<file path="config.mk">
export PLATFORM = sky130hd
export DESIGN_NAME = gray_decode_scheduler
export DESIGN_NICKNAME = d
export VERILOG_FILES = /design/src/rtl/gray_decode_scheduler.sv
export SDC_FILE = /design/constraint.sdc
export NUM_CORES = 1
export LEC_CHECK = 0
export BUFFER_PORTS_ARGS = -buffer_cell sky130_fd_sc_hd__buf_4
export CAP_MARGIN = 20
export CORE_ASPECT_RATIO = 1.1
export CORE_MARGIN = 2
export CORE_UTILIZATION = 50
export CTS_CLUSTER_SIZE = 24
export DETAILED_ROUTE_END_ITERATION = 10
export PLACE_DENSITY = 0.71
export SLEW_MARGIN = 40
export SYNTH_ARGS = -nofsm -noshare
export SYNTH_HDL_FRONTEND = slang
export SYNTH_SLANG_ARGS = --single-unit
</file>
<file path="constraint.sdc">
create_clock -name clk -period 3.72 [get_ports clk]
set_clock_uncertainty 0.1 [all_clocks]
set_input_delay 0.744 -clock clk [delete_from_list [all_inputs] [get_ports clk]]
set_output_delay 0.744 -clock clk [all_outputs]
set_load 0.02 [all_outputs]
</file>
<file path="src/rtl/gray_decode_scheduler.sv">
// Round-robin shared bit-serial Gray-to-binary decoder: one requester is granted
// at a time, its word is decoded MSB-first, and the result is reported with a done pulse.
module gray_decode_scheduler #(
  parameter int W    = 4,
  parameter int NREQ = 4
) (
  input  logic                      clk,
  input  logic                      rst_n,
  input  logic [NREQ-1:0]           req,
  input  logic [NREQ*W-1:0]         gray_in,
  output logic [NREQ-1:0]           gnt,
  output logic                      busy,
  output logic                      done,
  output logic [$clog2(NREQ)-1:0]   done_id,
  output logic [W-1:0]              bin_out
);

  localparam int IDW = $clog2(NREQ);
  localparam int CW  = $clog2(W);

  // Handshake: a requester holds req and its gray_in slice stable until it sees
  // gnt (one-cycle pulse), then drops req; a req still high in IDLE is a new job.
  typedef enum logic [1:0] {IDLE, CONV, DONE} state_t;

  state_t          state;
  logic [IDW-1:0]  rr_ptr;
  logic [W-1:0]    g_reg;
  logic [W-1:0]    res;
  logic [CW-1:0]   cnt;
  logic            prev;

  logic            found;
  logic [IDW-1:0]  win_id;
  logic [W-1:0]    win_word;
  logic            bit_b;
  logic [W-1:0]    res_next;
  int              idx;

  // Search starts just after the last winner, so the last winner has lowest priority.
  always_comb begin
    found    = 1'b0;
    win_id   = '0;
    win_word = '0;
    idx      = 0;
    for (int k = 1; k <= NREQ; k++) begin
      idx = int'(rr_ptr) + k;
      if (idx >= NREQ) idx = idx - NREQ;
      if (!found && req[idx]) begin
        found    = 1'b1;
        win_id   = IDW'(idx);
        win_word = gray_in[idx*W +: W];
      end
    end
  end

  always_comb begin
    bit_b         = prev ^ g_reg[cnt];
    res_next      = res;
    res_next[cnt] = bit_b;
  end

  assign busy = (state != IDLE);

  always_ff @(posedge clk or negedge rst_n) begin
    if (!rst_n) begin
      state   <= IDLE;
      gnt     <= '0;
      done    <= 1'b0;
      done_id <= '0;
      bin_out <= '0;
      rr_ptr  <= IDW'(NREQ-1);
      g_reg   <= '0;
      res     <= '0;
      cnt     <= '0;
      prev    <= 1'b0;
    end else begin
      case (state)
        IDLE: begin
          done <= 1'b0;
          if (found) begin
            g_reg  <= win_word;
            rr_ptr <= win_id;
            gnt    <= {{(NREQ-1){1'b0}}, 1'b1} << win_id;
            cnt    <= CW'(W-1);
            prev   <= 1'b0;
            state  <= CONV;
          end
        end
        CONV: begin
          gnt  <= '0;
          prev <= bit_b;
          res  <= res_next;
          cnt  <= cnt - CW'(1);
          if (cnt == '0) begin
            bin_out <= res_next;
            done_id <= rr_ptr;
            done    <= 1'b1;
            state   <= DONE;
          end
        end
        DONE: begin
          done  <= 1'b0;
          state <= IDLE;
        end
        default: state <= IDLE;
      endcase
    end
  end

endmodule
</file>
==> Yosys cells after proc, flatten, opt, wreduce, memory -nomap -nowiden <==
Cells that the tools add are included.
{ "word_totals": {"regBits": 26, "inputBits": 22} }
{ "op_classes": {"bitwise_logic": 1, "shifts": 5, "reduce_logical": 18, "add_sub_neg": 9, "n_eq_ne": 4, "muxes": 44, "order_cmp": 10} }
{ "op_table": {"columns": ["cell", "n"], "rows": [
  ["32-bit by 4-bit less-than comparator with 1-bit output (second input constant)", 4],
  ["32-bit 2-to-1 mux", 4],
  ["16-bit by 32-bit indexed part select with 4-bit output", 4],
  ["4-bit 2-to-1 mux", 5],
  ["1-bit 2-to-1 mux", 16],
  ["2-bit 2-to-1 mux", 7],
  ["3-bit by 3-bit subtractor with 4-bit output (second input constant)", 3],
  ["1-bit binary-select mux with 2-bit select", 5],
  ["2-bit AND reduction", 5],
  ["3-bit >= comparator (second input constant)", 3],
  ["2-bit one-hot mux with 2 select lines", 2],
  ["4-bit one-hot mux with 2 select lines", 1],
  ["2-bit by 2-bit adder with 3-bit output (second input constant)", 2],
  ["2-bit nonzero test", 3],
  ["4-bit by 3-bit subtractor with 5-bit output (second input constant)", 1],
  ["2-bit by 3-bit adder with 4-bit output (second input constant)", 1],
  ["4-bit bitwise mux", 1],
  ["4-bit by 3-bit >= comparator with 1-bit output (second input constant)", 1],
  ["1-bit logical AND", 4],
  ["2-bit logical NOT", 2],
  ["2-bit != test (second input constant)", 2],
  ["1-bit one-hot mux with 2 select lines", 2],
  ["1-bit by 2-bit << shifter with 4-bit output (first input constant)", 1],
  ["2-bit by 1-bit adder with 3-bit output (second input constant)", 1],
  ["9 further kinds", 11]
]} }

==> Longest topological paths before layout <==
Gate-level depths: netlist (run 1).
{ "logic_depth": {"word_depth": 19, "ltp_mapped": 9, "ltp_nobuf": 7} }

==> Least setup slack after synthesis (run 1) <==
No wires, ideal clock.
{ "synth_timing": {"kind": "reg-to-reg", "from": "reg rr_ptr[0]", "to": "reg g_reg[0]", "synth_period_minus_slack_ps": 2733, "path_buffers": 2, "required_ps": 3494, "path_slack_ps": 987, "t_arrival_ps": 2507, "path_stages_with_launch": 10, "cell_sequence": "dfstp_2 buf_2 buf_2 inv_1 ha_1 mux4_2 nand2b_1 nor2_1 a211o_1 o32a_1"} }
{ "synth_between": {"elab_chain_len": 17} }
{ "synth_lines": {"columns": ["element", "line", "rtl"], "rows": [
  ["start: declaration", "26", "logic [IDW-1:0] rr_ptr;"],
  ["start signal: assignment", "71", "rr_ptr <= IDW'(NREQ-1);"],
  ["start signal: assignment", "82", "rr_ptr <= win_id;"],
  ["2-bit by 1-bit adder with 3-bit output", "46", "idx = int'(rr_ptr) + k;"],
  ["3-bit by 3-bit subtractor with 4-bit output / 3-bit >= comparator (equally long branches)", "47", "if (idx >= NREQ) idx = idx - NREQ;"],
  ["32-bit 2-to-1 mux", "47", null],
  ["1-bit binary-select mux with 2-bit select", "48", "if (!found && req[idx]) begin"],
  ["1-bit 2-to-1 mux (not written as such) (2 in a row)", "48", null],
  ["1-bit 2-to-1 mux", "48", null],
  ["1-bit logical NOT", "48", null],
  ["1-bit logical AND", "48", null],
  ["1-bit 2-to-1 mux", "48", null],
  ["1-bit logical NOT", "48", null],
  ["1-bit logical AND", "48", null],
  ["1-bit 2-to-1 mux", "48", null],
  ["1-bit logical NOT", "48", null],
  ["1-bit logical AND", "48", null],
  ["1-bit 2-to-1 mux", "48", null],
  ["2-bit AND reduction (no source line)", null, null],
  ["end signal: assignment", "81", "g_reg <= win_word;"],
  ["end: declaration", "27", "logic [W-1:0] g_reg;"]
]} }
Several ways; a longest one is shown, not always the timed one. The select of a mux whose other input is x is not followed.
A chain may end at the register's enable or synchronous reset.

==> Worst setup path after layout (run 1) <==
{ "layout_timing": {"from": "reg rr_ptr[1]", "to": "reg g_reg[0]"} }
The elaborated chain is that of the path after synthesis.

==> summary.txt, run 1 <==
Power and ir drop
  – Power Dens Cells: around 890 mW/mm^2
  – Leakage power: between 0.9 and 1 nW
  – Reg power frac: 0.269
  – Combinational Power Share: 0.649
  – Cell internal pwr: 1.03 mW
  – Clock share of power: 0.082
  – Switch Pwr: around 900 uW
  – Peak supply drop: 0.314 mV
  – Sw Share: 0.466

Layout
  – Layout area overhead: 15.7%
  – NumNets Final: 259
  – Antenna Cells: 0
  – Post-route insts no fill: between 200 and 300
  – Share of cells above drive strength 1: 0.242

Synthesis
  – Synth area leader: dfrtp_1
  – Seq/Total Area, Yosys: 0.337
  – Synth Area in Compound Gates: 0.261
  – XOR/XNOR Fraction of Synth Area: 0.00470
  – Synth Warn #: 0
  – Post-synthesis simple-gate area fraction: 0.147
  – FF+latch count, synth: 25
  – Count leader, synth: dfrtp_1
  – Synth top area cells: dfrtp_1 31%, mux2i_1 7.0%, ha_1 6.0%
  – Mapped Avg Cell Area: roughly 9 sq um
  – EDFF count, synth: 0
  – Main combinational cell family by area after synthesis: compound AO/OA/AOI/OAI gates
  – Most frequent cells after synthesis: 23 x dfrtp_1, 17 x nand2_1, 15 x nor2_1, 15 x o21ai_0, 13 x mux2i_1
  – Yosys top cell area share: 0.309
  – Mux cell area share after synthesis: 0.136
  – Async SR Flop Fraction: 1.00
  – Synthesized instance count: around 210
  – Post-Synth Adder-Cell Area: 0.0604
  – Synth Flop Type: dfrtp_1
  – Netlist cell types: 42
  – Syn Std Cell Area: 0.00186 sq mm
  – Net Count, Synth: 236

Setup path
  – CP Capture Type: flop
  – Reg2Reg Setup Slack: 740 ps
  – Worst Setup Start Kind: flop
  – Critical path class: flop to flop
  – Max FO, Critical Path: 23
  – Critical Path AT: 3030 ps
  – Worst EP required: around 3800 ps

STA
  – Minimum clock period after layout: about 3000 ps
  – Max-slew headroom: 0.603
  – Setup TNS: 0 ps
  – Fmax: 0.336 GHz
  – RSZ-0062 raised after global routing: false
  – Fin crit share: 0.801
  – Final worst slack: 740 ps
  – Final setup violation count: 0
  – Final hold violations: 0
  – Slew Limit Fails: 0
  – Worst Tran Pin Value: 595 ps

Route
  – Vias: 1637
  – DRC errors left: 0
  – Final WL: 4200 microns
  – Initial drt markers: between 50 and 60
  – Pre-Repair DR Iteration Count: 4
  – Via density: just under 6
  – DRT antenna net count: 0
  – Avg WL per Cell: about 15 microns

Global routing
  – Total Routing Usage GR: 0.211
  – Vias in the first global route: 1615
  – Pin count of the biggest net entering global routing: 35
  – GR Overflow Total: 0
  – First-pass GRT wire length: 7110 microns
  – Initial antenna violation count: 0

Floorplan
  – Die height: ~70 microns
  – Die area: 0.00423 sq mm
  – Core Region: 0.00360 sq mm
  – Row count: 23
  – IO Pins: 34
  – Initial Util: 0.518
  – Die W: roughly 62 microns

Clock network
  – Reg clk slew, reported paths: 80 ps
  – Worst-case clock buffer depth: 2
  – Worst skew pair latency: 270 ps
  – # resized after CTS: 0
  – Clock sinks: 25
  – CTS H-tree depth: 1
  – CTS root buf: clkbuf_8
  – CTS tree: yes
  – Post-CTS Setup Bufs: 0
  – # hold bufs at CTS: 0
  – CTS buffer count: 3

Placed design
  – Port Buffer Count: 33
  – Placer congestion estimate: 0.779
  – Placed cell count: 273
  – Place WS: between 700 and 800 ps
  – DP HPWL: approximately 3300 microns

Run
  – Max Cap Violations: 0

Hold path
  – Worst hold path class: input pin to asynchronous set/reset pin

Status
  – Status: complete, no violations
## power by group through the flow
stage / Clock (mW) / Combinational [mW] / Sequential, mW
5_1_grt: 0.178 / 1.40 / 0.539
3_5_place_dp: 0 / 1.25 / 0.524
3_3_place_gp: 0 / 1.21 / 0.514
6_report: 0.158 / 1.25 / 0.519
2_1_floorplan: 0 / 0.945 / 0.536
4_1_cts: 0.163 / 1.26 / 0.520
## layer usage
metal  global-route usage  part of all wire  vias up
met5                    0                 0        -
li1                     -                 -      797
met1                0.246              0.43      787
met4                0.106             0.023        0
met3               0.0247             0.038        9
met2                0.394              0.51       44
## critical path, stage by stage, from the launching register on
cell and delay, ps:
dfstp_2 790, inv_1 170, ha_1 570, mux4_2 350, nand2b_1 220, nor2_1 70, a211o_1 260, o32a_1 330
## metrics by stage
stage | power (mW) | cell area, sq um | hold slack, ps | utilization
after floorplan | 1.48 | 1860 | 348 | -
after global placement | 1.72 | 2110 | 366 | 0.587
after detailed placement | 1.78 | 2110 | 380 | 0.587
after CTS | 1.94 | 2160 | 266 | 0.600
after global routing | 2.11 | 2160 | 266 | 0.600
final | 1.93 | 2160 | 261 | 0.600
## final cells by class
cell class	count	area, sq um
Tap cell	50	62.6
Multi-Input combinational cell	156	1140
Clock buffer	4	45.0
Fill cell	323	1440
Inverter	8	30.0
Timing Repair Buffer	34	255
Sequential cell	25	628
## cells by family (layout without fill, tap and decap cells)
family	after synthesis	in the layout
xor gates and xnor gates	1	1
buffers and inverters	24	46
DFF	25	25
and+or+nand+nor	56	56
muxes	21	21
adders and majority gates	9	9
AOI/OAI and AO/OA	69	69
## worst paths after layout
check,start,end,cells past startpoint
worst max register to register,rr_ptr[1]$_DFFE_PN1P_,g_reg[0]$_DFFE_PN0P_,7
min in group clk,bin_out[2]$_DFFE_PN0P_,bin_out[2]$_DFFE_PN0P_,2
max in group asynchronous,rst_n,rr_ptr[1]$_DFFE_PN1P_,1
worst min register to register,bin_out[2]$_DFFE_PN0P_,bin_out[2]$_DFFE_PN0P_,2
worst max-delay path,rr_ptr[1]$_DFFE_PN1P_,g_reg[0]$_DFFE_PN0P_,7
worst min-delay path,rst_n,bin_out[2]$_DFFE_PN0P_,1
## placed cells by master (no fill, tap or decap), types with 2 or more instances in the layout
master,synthesis,layout
nand3b_1,2,2
mux4_2,3,3
nand3_1,2,2
nand2_1,17,17
mux2i_1,13,13
dfstp_2,2,2
o21ai_0,15,15
o21bai_1,2,2
a21o_1,3,3
mux2_2,5,5
or2_2,6,6
a2bb2oi_1,4,4
o22ai_1,5,5
a21oi_1,11,11
dfrtp_1,23,23
a32o_1,3,3
clkbuf_8,0,3
a211oi_1,5,5
nand2b_1,9,9
nor2_1,15,15
a31oi_1,3,3
nor2b_1,2,2
buf_4,1,34
o32a_1,5,5
a211o_1,3,3
inv_1,8,8
ha_1,9,9
No activity file was read; power rests on OpenSTA's default activity.
==> run 2, diff against run 1 <==
PLACE_DENSITY = 0.74   (was 0.71)
clock period = 2.65 ns   (was 3.72 ns; I/O delays follow)
==> summary.txt, run 2 (synthesis results as in run 1) <==
STA
  – Fmax: 0.410 GHz (+22%)
  – RSZ-0062 raised after global routing: false
  – Max-slew headroom: 0.641 (+0.0378)
  – Final setup violation count: 0 (unchanged)
  – Minimum clock period after layout: 2440 ps (-542 ps)
  – Slew Limit Fails: 0 (unchanged)
  – Setup TNS: 0 ps (unchanged)
  – Fin crit share: 0.920 (+0.119)
  – Worst Tran Pin Value: 534 ps (-60.1 ps)
  – Final hold violations: 0 (unchanged)

Route
  – Max Used Layer: met4
  – DRC errors left: 0 (unchanged)
  – Vias: 1626 (-0.67%)
  – Routed wl met3: 160 microns (unchanged)
  – Via density: 5.75 (-2.8%)
  – Met1 wire length: 1810 microns (-0.55%)
  – Final WL: 3950 microns (-5.9%)
  – Wire length on met2: 1930 microns (-9.2%)
  – Avg WL per Cell: 13.9 microns (-7.9%)
  – DRT antenna net count: 0 (unchanged)
  – Pre-Repair DR Iteration Count: 4 (unchanged)
  – Initial drt markers: 85 (+60%)

Power and ir drop
  – Leakage power: 1.02 nW (+3.3%)
  – Peak supply drop: 0.536 mV (+70%)
  – Power Dens Cells: 1260 mW/mm^2 (+41%)

Clock network
  – CTS root buf: clkbuf_8
  – Worst skew pair latency: 270 ps (about the same)
  – CTS H-tree depth: 1 (unchanged)
  – # resized after CTS: 0 (unchanged)
  – Worst-case clock buffer depth: 2 (unchanged)
  – CTS buffer count: 3 (unchanged)
  – Clock sinks: 25 (unchanged)
  – CTS tree: yes
  – Post-CTS Setup Bufs: 0 (unchanged)
  – Reg clk slew, reported paths: 90 ps (about the same)
  – # hold bufs at CTS: 0 (unchanged)

Global routing
  – Pin count of the biggest net entering global routing: 26 (-26%)
  – GR Overflow Total: 0 (unchanged)
  – Vias in the first global route: 1534 (-5.0%)
  – Total Routing Usage GR: 0.202 (-0.00939)
  – Initial antenna violation count: 0 (unchanged)
  – First-pass GRT wire length: 6820 microns (-4.2%)

Setup path
  – Worst-path cell chain: buf_12 > ha_1 > inv_1 > o21ai_0 > o22ai_1 > a221o_1 > o32a_1
  – Buffers and inverters on the worst path: 2 (+1)
  – Worst EP required: 2710 ps (-1060 ps)
  – Worst Setup Start Kind: flop
  – Slowest-stage cell, CP: dfstp_2
  – Worst r2r src: rr_ptr[0]$_DFFE_PN1P_
  – R2R depth: 7 (unchanged)
  – Max FO, Critical Path: 25 (+8.7%)
  – Reg2Reg Setup Slack: 210 ps (-530 ps)
  – Crit path max-delay family: compound AO/OA/AOI/OAI gates
  – CP Capture Type: flop
  – CP max stage delay: 620 ps (-170 ps)
  – Worst Setup EP: g_reg[3]$_DFFE_PN0P_
  – Critical Path AT: 2490 ps (-540 ps)
  – Critical path class: flop to flop
  – CP Launch Point: rr_ptr[0]$_DFFE_PN1P_
  – FF-to-FF End: g_reg[3]$_DFFE_PN0P_
  – WP depth: 7 (unchanged)

Placed design
  – Placer congestion estimate: 0.812 (+4.2%)
  – Port Buffer Count: 33 (unchanged)
  – DP HPWL: 3100 microns (-6.8%)

Status
  – Status: complete, no violations

Floorplan
  – Core Region: 0.00360 sq mm (unchanged)
  – IO Pins: 34 (unchanged)
  – Row count: 23 (unchanged)
  – Initial Util: 0.518 (unchanged)
  – Die height: 68.0 microns (unchanged)
  – Die area: 0.00423 sq mm (unchanged)
  – Die W: 62.2 microns (unchanged)

Layout
  – NumNets Final: 265 (+2.3%)
  – Most frequent cells in the layout: 39 x buf_4, 23 x dfrtp_1, 17 x nand2_1
  – Commonest non-fill, non-tap cell in the layout: buf_4
  – Antenna Cells: 0 (unchanged)
  – Fill cell count: 315 (-2.5%)
  – Final Util: 0.617 (+0.0170)
  – Share of cells above drive strength 1: 0.266 (+0.0238)
  – Layout area overhead: 19.0%

Hold path
  – Worst hold path class: input pin to asynchronous set/reset pin

Run
  – Max Cap Violations: 0 (unchanged)
-- run 2: changes by cell type in the layout (fill, tap and decap cells not counted) --
| cell | previous run | this run |
|---|---|---|
| buf_4 | 34 | 39 |
| clkinvlp_4 | 0 | 1 |
| clkbuf_1 | 1 | 0 |
| buf_12 | 0 | 1 |
-- run 2: stage by stage --
stage | total power, mW | worst slack [ps] | hold WS (ps) | cells | instance area [sq um]
6_report | 2.79 | 212 | 40.6 | 283 | 2220
3_3_place_gp | 2.53 | 286 | 346 | 279 | 2170
5_1_grt | 3.06 | 56.7 | 51.2 | 283 | 2220
3_5_place_dp | 2.57 | 243 | 345 | 279 | 2170
4_1_cts | 2.81 | 227 | 43.2 | 283 | 2220
2_1_floorplan | 2.08 | 0.481 | 134 | 205 | 1870
-- run 2: worst min path at each step --
stage | slack, ps | to | start
after CTS | 40 | bin_out[3]$_DFFE_PN0P_ | rst_n
after global placement | 350 | bin_out[2]$_DFFE_PN0P_ | rst_n
after global routing | 50 | res[1]$_DFFE_PN0P_ | rst_n
final | 40 | bin_out[2]$_DFFE_PN0P_ | rst_n
after detailed placement | 340 | bin_out[3]$_DFFE_PN0P_ | rst_n
after floorplan | 130 | bin_out[0]$_DFFE_PN0P_ | rst_n
-- run 2: worst register-to-register path: cells and delay by family, from the launching register on --
| kind | cells | cell delay, ps |
|---|---|---|
| AO/OA/AOI/OAI | 4 | 1200 |
| adder cells (fa/ha/maj) | 1 | 170 |
| buffers and inverters | 2 | 230 |
| flip-flops | 1 | 620 |
-- run 2: area by class of cell --
class | instances | area [sq um] | share of cell area
Clock buffer | 3 | 41.3 | 0.0186
Clock inverter | 1 | 7.51 | 0.00338
Inverter | 8 | 30.0 | 0.0135
Multi-Input combinational cell | 156 | 1140 | 0.512
Sequential cell | 25 | 628 | 0.283
Tap cell | 50 | 62.6 | 0.0282
Timing Repair Buffer | 40 | 313 | 0.141
-- run 2: routing by layer --
layer	GRT usage	vias up
met5	0	-
met2	0.364	44
met1	0.253	765
li1	-	811
met4	0.0556	0
met3	0.0378	6
-- run 2: report_power, final --
| group | leakage [nW] | internal, mW | switching [mW] |
|---|---|---|---|
| Sequential | 0.299 | 0.574 | 0.119 |
| Combinational | 0.696 | 0.845 | 1.03 |
| Clock | 0.0217 | 0.106 | 0.118 |
